File: src/rtl/channel_initiator.sv
// Channel initiator: runs one select / command / status / data / ending sequence on the tag bus.
// Optional STOP_EN macro lets the host end a data transfer early with a command_out (stop) reply.
module channel_initiator #(
   parameter int TIMEOUT_CYCLES = 1024
) (
   input  logic        clk,
   input  logic        reset,
   // host side
   input  logic        start,
   input  logic [7:0]  address,
   input  logic [7:0]  command,
   output logic        busy,
   output logic        done,
   output logic [1:0]  result,
   output logic [7:0]  status,
   output logic [15:0] count,
   input  logic [7:0]  tx_data,
   input  logic        tx_valid,
   output logic        tx_ready,
   output logic [7:0]  rx_data,
   output logic        rx_valid,
   input  logic        stop,
   // channel tags
   output logic [7:0]  bus_out,
   output logic        operational_out,
   output logic        select_out,
   output logic        hold_out,
   output logic        address_out,
   output logic        command_out,
   output logic        service_out,
   output logic        suppress_out,
   input  logic [7:0]  bus_in,
   input  logic        operational_in,
   input  logic        select_in,
   input  logic        address_in,
   input  logic        status_in,
   input  logic        service_in,
   input  logic        request_in,
   // debug
   output logic [3:0]  state_dbg
);

   // Streams: tx byte moves when tx_valid && tx_ready in the same cycle; rx_valid is a one-cycle strobe per byte.
   localparam logic [3:0] S_IDLE       = 4'd0;
   localparam logic [3:0] S_SELECT     = 4'd1;
   localparam logic [3:0] S_ADDR_IN    = 4'd2;
   localparam logic [3:0] S_CMD        = 4'd3;
   localparam logic [3:0] S_STAT       = 4'd4;
   localparam logic [3:0] S_STAT_ACK   = 4'd5;
   localparam logic [3:0] S_DATA       = 4'd6;
   localparam logic [3:0] S_DATA_TX    = 4'd7;
   localparam logic [3:0] S_DATA_ACK   = 4'd8;
   localparam logic [3:0] S_STOP_ACK   = 4'd9;
   localparam logic [3:0] S_ENDING     = 4'd10;
   localparam logic [3:0] S_ENDING_ACK = 4'd11;
   localparam logic [3:0] S_END        = 4'd12;

   localparam int TW = $clog2(TIMEOUT_CYCLES + 1);
   localparam logic [TW-1:0] TIMEOUT_LAST = TW'(TIMEOUT_CYCLES - 1);

   logic [3:0]    state;
   logic [7:0]    addr_q;
   logic [7:0]    cmd_q;
   logic [7:0]    tx_byte_q;
   logic [TW-1:0] timer;
   logic          op_q;
   logic          is_write;
   logic          is_read;
   logic          stop_req;
   logic [15:0]   count_inc;

   assign is_write  = (cmd_q == 8'h01);
   assign is_read   = (cmd_q == 8'h02);
   assign count_inc = (count == 16'hFFFF) ? count : count + 16'd1;

`ifdef STOP_EN
   assign stop_req = stop;
   logic unused_inputs;
   assign unused_inputs = request_in;
`else
   assign stop_req = 1'b0;
   logic unused_inputs;
   assign unused_inputs = request_in ^ stop;
`endif

   always_ff @(posedge clk or posedge reset) begin
      if (reset) begin
         state     <= S_IDLE;
         addr_q    <= 8'h00;
         cmd_q     <= 8'h00;
         tx_byte_q <= 8'h00;
         timer     <= '0;
         op_q      <= 1'b0;
         status    <= 8'h00;
         count     <= 16'h0000;
         result    <= 2'd0;
         rx_data   <= 8'h00;
         rx_valid  <= 1'b0;
      end else begin
         op_q     <= 1'b1;
         rx_valid <= 1'b0;
         case (state)
            S_IDLE: if (start) begin
               addr_q <= address;
               cmd_q  <= command;
               count  <= 16'h0000;
               result <= 2'd0;
               timer  <= '0;
               state  <= S_SELECT;
            end
            S_SELECT: begin
               if (operational_in) state <= S_ADDR_IN;
               else if (select_in || timer == TIMEOUT_LAST) begin
                  result <= 2'd2;
                  state  <= S_END;
               end else timer <= timer + 1'b1;
            end
            S_ADDR_IN: if (address_in) begin
               if (bus_in != addr_q) begin
                  result <= 2'd3;
                  state  <= S_END;
               end else state <= S_CMD;
            end
            S_CMD: if (!address_in) state <= S_STAT;
            S_STAT: if (status_in) begin
               status <= bus_in;
               state  <= S_STAT_ACK;
            end
            // Decision on the initial status is taken once the CU drops status_in.
            S_STAT_ACK: if (!status_in) begin
               if (status[3]) begin
                  result <= 2'd1;
                  state  <= S_END;
               end else if (status[5:4] == 2'b11 || !(is_write || is_read)) begin
                  result <= 2'd0;
                  state  <= S_END;
               end else begin
                  count <= 16'h0000;
                  state <= S_DATA;
               end
            end
            S_DATA: begin
               if (status_in) state <= S_ENDING;
               else if (service_in) begin
                  if (stop_req) state <= S_STOP_ACK;
                  else if (is_write) state <= S_DATA_TX;
                  else begin
                     rx_data  <= bus_in;
                     rx_valid <= 1'b1;
                     count    <= count_inc;
                     state    <= S_DATA_ACK;
                  end
               end
            end
            S_DATA_TX: if (tx_valid) begin
               tx_byte_q <= tx_data;
               count     <= count_inc;
               state     <= S_DATA_ACK;
            end
            S_DATA_ACK: if (!service_in) state <= S_DATA;
            S_STOP_ACK: if (!service_in) state <= S_ENDING;
            S_ENDING: if (status_in) begin
               status <= bus_in;
               state  <= S_ENDING_ACK;
            end
            S_ENDING_ACK: if (!status_in) begin
               result <= 2'd0;
               state  <= S_END;
            end
            S_END:   state <= S_IDLE;
            default: state <= S_IDLE;
         endcase
      end
   end

   // Tags are decoded from state so reset takes them low immediately.
   assign busy            = (state != S_IDLE);
   assign done            = (state == S_END);
   assign select_out      = (state != S_IDLE) && (state != S_END);
   assign hold_out        = select_out;
   assign address_out     = (state == S_SELECT);
   assign command_out     = (state == S_CMD) || (state == S_STOP_ACK);
   assign service_out     = (state == S_STAT_ACK) || (state == S_DATA_ACK) || (state == S_ENDING_ACK);
   assign tx_ready        = (state == S_DATA_TX);
   assign operational_out = op_q;
   assign suppress_out    = 1'b0;
   assign state_dbg       = state;

   always_comb begin
      bus_out = 8'h00;
      case (state)
         S_SELECT:   bus_out = addr_q;
         S_CMD:      bus_out = cmd_q;
         S_DATA_ACK: bus_out = is_write ? tx_byte_q : 8'h00;
         default:    bus_out = 8'h00;
      endcase
   end

endmodule

File: config.mk
export PLATFORM = sky130hd
export DESIGN_NAME = channel_initiator
export DESIGN_NICKNAME = d
export VERILOG_FILES = /design/src/rtl/channel_initiator.sv
export SDC_FILE = /design/constraint.sdc
export NUM_CORES = 1
export LEC_CHECK = 0
export ABC_AREA = 0
export CORE_MARGIN = 2
export CORE_UTILIZATION = 25
export CTS_CLUSTER_SIZE = 16
export DETAILED_ROUTE_END_ITERATION = 16
export SKIP_LAST_GASP = 1
export SLEW_MARGIN = 20
export SYNTH_ARGS = -nofsm -noshare
export SYNTH_HDL_FRONTEND = slang
export SYNTH_SLANG_ARGS = --single-unit
export TNS_END_PERCENT = 50
File: constraint.sdc
create_clock -name clk -period 2.9 [get_ports clk]
set_input_delay 0.58 -clock clk [delete_from_list [all_inputs] [get_ports clk]]
set_output_delay 0.58 -clock clk [all_outputs]
set_load 0.05 [all_outputs]
[After elaboration in Yosys (flattened, before gate mapping)]
Cells that the tools add are included.
W data, S select, Z words.
Word-level totals
  flip-flop bits (word level): 75
  input port bits: 43
  output and inout port bits: 57
  word-level logic and storage cells: 127
Operators by class
  add/sub/neg operators: 2
  equality and inequality tests: 41
  multiplexer cells: 49
  bitwise logic cells: 2
  reductions and logical operators: 22
Operator list (number)
  $mux W16: 9
  $mux W4: 18
  $pmux W16 S4: 1
  $pmux W4 S12: 1
  $ne A2 B2 Y1 const B: 18
  $mux W11: 3
  $pmux W8 S3: 1
  $pmux W11 S2: 1
  $eq A4 B4 Y1 const B: 5
  $mux W2: 9
  $reduce_and A9 Y1: 2
  $add A16 B1 Y16 const B: 1
  $eq A16 B16 Y1 const B: 1
  $eq A4 B3 Y1 const B: 4
  $reduce_and A12 Y1: 1
  $add A11 B1 Y11 const B: 1
  $eq A11 B10 Y1 const B: 1
  $pmux W2 S5: 1
  $eq A4 B2 Y1 const B: 2
  $eq A8 B1 Y1 const B: 1
  $eq A8 B2 Y1 const B: 1
  $mux W8: 1
  $ne A8 B8 Y1: 1
  $reduce_and A4 Y1: 2
  17 further kinds: 30

[Depth between registers and ports, before layout]
Gate-level depths: netlist of run 1.
  word-level depth: 8
  gate-level depth with buffers: 9

[Worst setup path before layout of run 1]
OpenSTA, ideal clock, no wires.
  path kind: register -> output
  from: register state[1] (netlist: state_dbg[1])
  to: output select_out
  arrival: 2.833 ns
  required time: 2.320 ns
  setup slack: -0.513 ns
  cell stages (with the launch flop): 7
  path buffers: 3
  cell sequence: dfrtp_1 -> buf_4 -> clkbuf_1 -> nor2b_1 -> and2_1 -> a21oi_1 -> buf_4
On the way
  longest elaborated chain between the ends: 2
  elaborated cells on any way between the ends: 3
Ends and longest elaborated chain
  from (decl): line 61  | logic [3:0] state;
  from (signal assigned): line 88  | state <= S_IDLE;
  from (signal assigned): line 109  | state <= S_SELECT;
  from (signal assigned): line 112  | if (operational_in) state <= S_ADDR_IN;
  $ne A4 B4 Y1 or $reduce_bool A4 Y1 (tied branches): line 179  | assign select_out = (state != S_IDLE) && (state != S_END);
  $logic_and A1 B1 Y1 (*): line 179
  to (decl): line 26  | output logic select_out,
Mark *: on every way between the ends. The rest lies on a longest branch, timed or not.

[Final worst setup path of run 1]
  from: register cmd_q[1]
  to: output bus_out[6]
On the way
  longest elaborated chain between the ends: 3
Ends and longest elaborated chain
  from (decl): line 63  | logic [7:0] cmd_q;
  from (signal assigned): line 105  | cmd_q <= command;
  $eq A8 B1 Y1: line 72  | assign is_write = (cmd_q == 8'h01);
  $mux W8: line 194  | S_DATA_ACK: bus_out = is_write ? tx_byte_q : 8'h00;
  $pmux W8 S3: line 191  | case (state)
  to (decl): line 24  | output logic [7:0] bus_out,
Every way passes these cells.

==> impl_metrics.json, run 1 <==
{
  "outcome": "complete, no violations",
  "post-route-util": 0.354,
  "final.setup.tns_ns": 0,
  "timing.rr.end": "count[11]",
  "crit_path_max_fanout": 8,
  "die_w_um": 133,
  "finalCriticalPeriod_ns": 2.80,
  "cap_violations": 0,
  "start_util": 0.253,
  "syn2layout_area_growth_pct": 40.1,
  "hold_depth": 1,
  "ys_seq_area_frac": 0.453,
  "die_y_um": 133,
  "p_leak_nw": 2.48,
  "finClkSkew_ns": 0.00805,
  "ys_types": 60,
  "clk_pin_slew_ns": 0.06,
  "grt_first_pass_wirelength_um": 18900,
  "slew_violations": 0,
  "core_area_mm2": 0.0164,
  "finalCritPeriodShare": 0.965,
  "syn_avg_cell_area_um2": 10.2,
  "synth_seq_cells": 75,
  "antenna_found_initial": 0,
  "seqPwrFrac": 0.287,
  "clk_latency_ns": 0.34,
  "grt_max_degree": 58,
  "gp_congestion": 0.854,
  "clockBufferDepth": 2,
  "synth_warnings": 0,
  "criticalPathCategory": "reg2out",
  "first_pass_iters": 5,
  "antenna_cells": 0,
  "clkSinkCount": 75,
  "cts-buffers-inserted": 9,
  "relSlewSlack": 0.634,
  "synth_compound_area_frac": 0.138,
  "switchingPower_w": 0.00259,
  "swShare": 0.438,
  "place_area_mm2": 0.00549,
  "worstPathRequired_ns": 2.32,
  "start_kind": "flip-flop",
  "synth_fp_nets": 452,
  "grt_pass1_vias": 3490,
  "numPortBuffers": 96,
  "cts_tree": "yes",
  "fmax_ghz": 0.357,
  "cts_root_buf": "clkbuf_16",
  "dp_hpwl_um": 8640,
  "synth_top_area_frac": 0.453,
  "p_int_w": 0.00332,
  "synthCells": 407,
  "stdcell_area_mm2": 0.00581,
  "num_rows": 47,
  "r2r_slack_ns": 0.54,
  "hold_viol_final": 0,
  "crit_chain": "nor4b_2 > buf_4 > and2_1 > and3_4 > a222oi_1 > inv_1 > buf_12",
  "grt_use_total": 0.137,
  "worstHoldPathType": "reg2reg",
  "netlist_area_mm2": 0.00414,
  "critical_path_buf_inv_count": 3,
  "wl_per_cell_um": 16.1,
  "ioPinCount": 100,
  "p_per_area_mw_per_mm2": 1020,
  "slowest_delay_ns": 0.44,
  "ff2ff_path_depth": 8,
  "synth_fa_ha_area_frac": 0.00604,
  "dr_total_vias": 3657,
  "tightest_slew_ns": 0.547,
  "synth_top_family_by_area": "simple AND/OR/NAND/NOR gates",
  "yosys.area_share.simple": 0.191,
  "drc": 0,
  "yosysTopAreaCell": "dfrtp_1",
  "setup_viol": 0,
  "postSynth.asyncResetShare": 1.00,
  "synth_most_common_cell": "dfrtp_1",
  "cp-end-kind": "output port",
  "hold_path_end": "tx_byte_q[2]",
  "crit_arrival_ns": 2.22,
  "crit_slowest_cell": "dfrtp_1",
  "vdd_drop_max_mv": 0.619,
  "postRouteAntennaNets": 0,
  "min_from": "tx_byte_q[2]",
  "finalWirelength_um": 11900,
  "pwr-share-clk": 0.193,
  "layout-drive-gt1-share": 0.220,
  "synth-xor-area-share": 0.0402,
  "synth_ff_type": "dfrtp_1",
  "dieArea_mm2": 0.0176,
  "grt_overflow": 0,
  "vias_per_cell": 4.98,
  "synth.area.mux_share": 0.125,
  "cts_hold_buf": 0,
  "drtIter0Drc": 326,
  "h-tree-depth": 3,
  "synthTopCellsByCount": "dfrtp_1 (75), mux2_2 (46), nor2_1 (35), nand2_1 (23), inv_1 (18)",
  "synth_edf_count": 0,
  "synth_area_leaders": "dfrtp_1 (45%), mux2_2 (13%), xor2_1 (3.6%)",
  "combPwrFrac": 0.520,
  "r2r_start": "state_dbg[0]",
  "cp_top_family": "simple AND/OR/NAND/NOR gates",
  "nNetsFinal": 555,
  "cp-startpoint": "cmd_q[1]"
}
==> layout by cell type (no fill, tap or decap), types with 4 or more instances in the layout <==
cell and instances:
a21oi_1 14, a222oi_1 8, a31oi_1 8, and3_1 5, buf_12 11, buf_4 21, clkbuf_16 9, clkdlybuf4s50_1 81
dfrtp_1 74, inv_1 17, mux2_2 46, nand2_1 23, nand2b_1 4, nand3_1 14, nand4_1 16, nor2_1 35
nor2b_1 4, nor3_1 13, o21ai_0 14, o21ai_1 16, o31ai_1 4, xor2_1 17
==> worst max-delay path by stage <==
stage | slack, ns | cells past startpoint | end
after floorplan | -0.16 | 6 | select_out
after global placement | 0.15 | 8 | state_dbg[2]
after detailed placement | 0.14 | 8 | result[0]
after CTS | 0.03 | 7 | bus_out[6]
after global routing | -0.02 | 7 | bus_out[6]
final | 0.10 | 7 | bus_out[6]
==> per-stage QoR <==
stage	setup WS, ns	cells	power, W	hold slack [ns]
3_3_place_gp	0.148	719	0.00471	0.490
2_1_floorplan	-0.158	407	0.00374	0.480
6_report	0.101	734	0.00590	0.507
4_1_cts	0.0252	734	0.00594	0.509
5_1_grt	-0.0152	734	0.00622	0.521
3_5_place_dp	0.137	719	0.00476	0.496
==> state kept, by name, summed over array words and instances, names as in the netlist <==
register,count
count,16
tx_byte_q,8
operational_out,1
addr_q,8
rx_data,8
state_dbg,4
status,8
cmd_q,8
timer,11
result,2
rx_valid,1
==> routing by layer <==
layer | wire (µm) | GRT usage | up-vias
met5 | 0 | 0 | -
met4 | 145 | 0.0418 | 0
met3 | 750 | 0.0356 | 12
met2 | 5670 | 0.215 | 161
met1 | 5280 | 0.185 | 1789
li1 | - | - | 1695
==> cell type report <==
class                   instances  area (µm²)
well taps                     220         275
repair buffers                113        1190
multi-input cells             293        2100
clock buffers                  10         239
flip-flops and latches         75        1880
clock inverters                 5        61.3
fillers                      1616       10600
inverters                      18        67.6
==> power groups by stage <==
stage	Clock [W]	Sequential [W]	Combinational, W
after floorplan	0	0.00210	0.00163
after global placement	0	0.00169	0.00303
after detailed placement	0	0.00170	0.00305
after CTS	0.00118	0.00169	0.00307
after global routing	0.00122	0.00174	0.00326
final	0.00114	0.00169	0.00307
==> logic make-up after synthesis <==
kind of cell / Yosys count
compound gates: 83
xor+xnor: 19
fa+ha+maj: 2
buf+inv: 39
flops: 75
mux: 46
other cells: 2
simple gates: 141
==> what timing repair did <==
item                                    4_1_cts  5_1_grt
gates cloned                                  0        0
setup buffers                                 0        0
resized for setup                             1        3
hold endpoints to repair                      0        0
endpoints found under the setup margin        8        8
(Power assumes the default switching activity.)
==> run 2: changes to the inputs <==
RECOVER_POWER = 100   (was not set)
==> impl_metrics.json, run 2 (synthesized netlist as in run 1, its figures left out) <==
{
  "layout-drive-gt1-share": 0.202,
  "final.setup.tns_ns": 0,
  "dr_total_vias": 3652,
  "wl_per_cell_um": 16.1,
  "criticalPathCategory": "reg2out",
  "top_register": "count",
  "core_area_mm2": 0.0164,
  "clk_pin_slew_ns": 0.06,
  "slew_violations": 0,
  "finalCritPeriodShare": 0.958,
  "clockBufferDepth": 2,
  "crit_chain": "nor4b_2 > buf_4 > and2_1 > and3_4 > a222oi_1 > inv_1 > buf_12",
  "grt_max_degree": 58,
  "vias_per_cell": 4.98,
  "syn2layout_area_growth_pct": 38.0,
  "clk_latency_ns": 0.34,
  "start_kind": "flip-flop",
  "numPortBuffers": 96,
  "final_common_cell": "dfrtp_1",
  "tightest_slew_ns": 1.36,
  "vdd_drop_max_mv": 0.586,
  "outcome": "complete, no violations",
  "cap_violations": 0,
  "drc": 0,
  "pwr-share-clk": 0.199,
  "crit_arrival_ns": 2.20,
  "finalCriticalPeriod_ns": 2.78,
  "finalWirelength_um": 11800,
  "combPwrFrac": 0.505,
  "layout_common_cells": "dfrtp_1 (74), mux2_2 (44), dlygate4sd3_1 (43)",
  "cts_root_buf": "clkbuf_16",
  "slowest_delay_ns": 0.44,
  "postRouteAntennaNets": 0,
  "cts-buffers-inserted": 9,
  "crit_slowest_cell": "dfrtp_1",
  "start_util": 0.253,
  "die_w_um": 133,
  "finClkSkew_ns": 0.00726,
  "setup_viol": 0,
  "p_int_w": 0.00316,
  "postCtsSetupBuffers": 0,
  "grt_pass1_vias": 3490,
  "drtIter0Drc": 354,
  "num_rows": 47,
  "reg_top3": "count (16), timer (11)",
  "fmax_ghz": 0.360,
  "relSlewSlack": 0.0924,
  "switchingPower_w": 0.00255,
  "post-route-util": 0.349,
  "gp_congestion": 0.854,
  "crit_path_max_fanout": 8,
  "swShare": 0.446,
  "ioPinCount": 100,
  "dp_hpwl_um": 8640,
  "antenna_found_initial": 0,
  "first_pass_iters": 5,
  "grt_overflow": 0,
  "antenna_cells": 0,
  "seqPwrFrac": 0.295,
  "cp-end-kind": "output port",
  "die_y_um": 133,
  "largest_register_ffs": 16,
  "p_leak_nw": 2.54,
  "dieArea_mm2": 0.0176,
  "grt_use_total": 0.137,
  "p_per_area_mw_per_mm2": 999,
  "nNetsFinal": 555,
  "grt_first_pass_wirelength_um": 18900,
  "hold_viol_final": 0,
  "worstHoldPathType": "reg2reg",
  "cts_tree": "yes",
  "worstPathRequired_ns": 2.32,
  "h-tree-depth": 3,
  "clkSinkCount": 75
}
run 2: cell type report:
| cell class | count | area, µm² |
|---|---|---|
| clock buffer | 10 | 239 |
| clock inverter | 5 | 61.3 |
| fill | 1629 | 10700 |
| inverter | 18 | 67.6 |
| multi-input combinational | 293 | 2070 |
| sequential | 75 | 1880 |
| tap | 220 | 275 |
| timing repair buffer | 113 | 1120 |
run 2: timing repair:
item	4_1_cts	5_1_grt
setup endpoints to repair	8	8
hold buffers	0	0
gates resized for setup	1	3
run 2: worst max-delay path, delay by kind of cell, from the launching register on:
kind / cells / cell delay [ns]
buf+inv: 3 / 0.45
simple gates: 3 / 0.85
compound gates: 1 / 0.12
flops: 1 / 0.44
run 2: metal layers:
layer / routed length [µm] / vias up / share of wire / track usage
met3: 768 / 13 / 0.065 / 0.0356
met5: 0 / - / 0 / 0
li1: - / 1692 / - / -
met2: 5550 / 158 / 0.47 / 0.215
met1: 5330 / 1789 / 0.45 / 0.185
met4: 163 / 0 / 0.014 / 0.0418
run 2: path summary, 6_finish.rpt:
kind | startpoint | end | slack [ns] | cells past startpoint
setup / recovery | cmd_q[1] | bus_out[6] | 0.12 | 7
hold / removal | result[1] | result[1] | 0.50 | 1
setup reg to reg | state_dbg[1] | state_dbg[2] | 0.26 | 6
hold reg to reg | result[1] | result[1] | 0.50 | 1
max in group asynchronous | reset | state_dbg[1] | 0.74 | 3
min in group asynchronous | reset | count[3] | 0.81 | 2
run 2: power by group through the flow:
stage	sequential [W]	combinational, W	clock (W)
floorplan	0.00210	0.00163	0
global placement	0.00169	0.00303	0
detailed placement	0.00170	0.00305	0
CTS	0.00169	0.00307	0.00118
global route	0.00174	0.00308	0.00122
finish	0.00169	0.00289	0.00114
run 2: per-stage QoR:
step           hold WS, ns  setup slack, ns  cell area (µm²)  power, W  instances
6_report             0.505            0.121             5720   0.00571        734
5_1_grt              0.521          -0.0152             5720   0.00603        734
4_1_cts              0.509           0.0252             5800   0.00594        734
3_5_place_dp         0.496            0.137             5490   0.00476        719
3_3_place_gp         0.490            0.148             5490   0.00471        719
2_1_floorplan        0.480           -0.158             4150   0.00374        407
==> run 3: changes to the inputs <==
CTS_BUF_LIST = sky130_fd_sc_hd__clkbuf_4   (was not set)
==> impl_metrics.json, run 3 (synthesized netlist as in run 1, its figures left out) <==
{
  "criticalPathCategory": "reg2out",
  "finalWirelength_um": 11900,
  "largest_register_ffs": 16,
  "cap_violations": 0,
  "dr_total_vias": 3647,
  "grt_first_pass_wirelength_um": 19000,
  "tightest_slew_ns": 1.35,
  "wl_met1_um": 5410,
  "finalCritPeriodShare": 0.958,
  "grt_pass1_vias": 3506,
  "die_y_um": 133,
  "cts_tree": "yes",
  "grt_max_degree": 58,
  "grt_overflow": 0,
  "first_pass_iters": 4,
  "layout_common_cells": "dfrtp_1 (72), mux2_2 (46), dlygate4sd3_1 (41)",
  "vdd_drop_max_mv": 0.602,
  "cts-buffers-inserted": 9,
  "cp-startpoint": "cmd_q[0]",
  "cp-endpoint": "bus_out[6]",
  "clk_pin_slew_ns": 0.13,
  "r2r_slack_ns": 0.16,
  "core_area_mm2": 0.0164,
  "top_register": "count",
  "h-tree-depth": 3,
  "grt_use_total": 0.138,
  "antenna_cells": 0,
  "crit_arrival_ns": 2.20,
  "drc": 0,
  "finalPower_w": 0.00528,
  "ioPinCount": 100,
  "start_util": 0.253,
  "finalCriticalPeriod_ns": 2.78,
  "start_kind": "flip-flop",
  "wl_per_cell_um": 16.1,
  "clk_latency_ns": 0.45,
  "hold_viol_final": 0,
  "cts_root_buf": "clkbuf_4",
  "setup_viol": 0,
  "p_leak_nw": 2.48,
  "num_rows": 47,
  "setup_ws_ns": 0.121,
  "slew_violations": 0,
  "worstHoldPathType": "reg2reg",
  "r2r_start": "state_dbg[0]",
  "relSlewSlack": 0.101,
  "crit_path_max_fanout": 8,
  "numPortBuffers": 96,
  "antenna_found_initial": 0,
  "finClkSkew_ns": 0.0200,
  "timing.rr.end": "timer[8]",
  "ff2ff_path_depth": 8,
  "worstPathRequired_ns": 2.32,
  "dieArea_mm2": 0.0176,
  "gp_congestion": 0.854,
  "postRouteAntennaNets": 0,
  "wl_met2_um": 5680,
  "place_ws_ns": 0.137,
  "dp_hpwl_um": 8640,
  "wl_met3_um": 687,
  "nNetsFinal": 565,
  "vias_per_cell": 4.90,
  "cp-end-kind": "output port",
  "rsz0062_at_grt": "no",
  "clkSinkCount": 75,
  "fmax_ghz": 0.360,
  "drtIter0Drc": 282,
  "outcome": "complete, no violations",
  "p_per_area_mw_per_mm2": 950,
  "syn2layout_area_growth_pct": 34.1,
  "reg_top3": "count (16), timer (11)",
  "hold_slack_ns": 0.522,
  "final_common_cell": "dfrtp_1",
  "die_w_um": 133,
  "layout-drive-gt1-share": 0.225,
  "post-route-util": 0.339,
  "clockBufferDepth": 2,
  "routed.top_layer": "met4"
}
run 3: cell count changes in the layout (fill, tap and decap cells not counted), sizes merged, moves of 2 or more:
cell / previous run / this run
clkdlybuf4s50: 38 / 40
buf: 23 / 30
clkinvlp: 3 / 5
dlygate4sd3: 43 / 41
run 3: stage by stage:
step | TNS [ns] | cell area (µm²) | instances
floorplan | -0.199 | 4150 | 407
global placement | 0 | 5490 | 719
detailed placement | 0 | 5490 | 719
CTS | 0 | 5650 | 735
global route | 0 | 5560 | 744
finish | 0 | 5560 | 744
run 3: repair_timing:
| action | 4_1_cts | 5_1_grt |
|---|---|---|
| buffers inserted | 1 | 8 |
| endpoints found under the setup margin | 8 | 9 |
| hold buffers | 0 | 0 |
| gates cloned | 0 | 1 |
| resized for setup | 5 | 6 |
| pin swaps | 1 | 2 |
run 3: how the worst min path moves through the flow:
| stage | endpoint | from | slack [ns] | depth (start not counted) |
|---|---|---|---|---|
| after detailed placement | tx_byte_q[0] | tx_byte_q[0] | 0.50 | 1 |
| after CTS | operational_out | reset | 0.43 | 2 |
| after floorplan | tx_byte_q[0] | tx_byte_q[0] | 0.48 | 1 |
| after global routing | tx_byte_q[5] | tx_byte_q[5] | 0.54 | 1 |
| after global placement | tx_byte_q[2] | tx_byte_q[2] | 0.49 | 1 |
| final | result[1] | result[1] | 0.52 | 1 |
run 3: layout make-up:
cell class	count	area, µm²
sequential	75	1880
multi-input combinational	293	2070
timing repair inverter	1	7.51
timing repair buffer	122	1130
clock buffer	9	67.6
fill	1670	10800
clock inverter	6	65.1
tap	220	275
inverter	18	71.3
run 3: layer usage:
| layer | up-vias | global-route usage |
|---|---|---|
| met4 | 0 | 0.0496 |
| met3 | 14 | 0.0372 |
| met2 | 119 | 0.212 |
| met5 | - | 0 |
| met1 | 1800 | 0.187 |
| li1 | 1714 | - |
run 3: report_power, final:
part	total, W	leakage [nW]	internal [W]	switching (W)
Sequential	0.00167	0.970	0.00137	0.000300
Combinational	0.00295	1.44	0.00113	0.00182
Clock	0.000667	0.0621	0.000258	0.000409
run 3: critical path, cell delays in order (launching register included):
cell and delay (ns):
dfrtp_1 0.42, nor4b_2 0.17, buf_4 0.14, and2_4 0.17
and3_4 0.19, a222oi_1 0.35, inv_1 0.14, buf_12 0.17
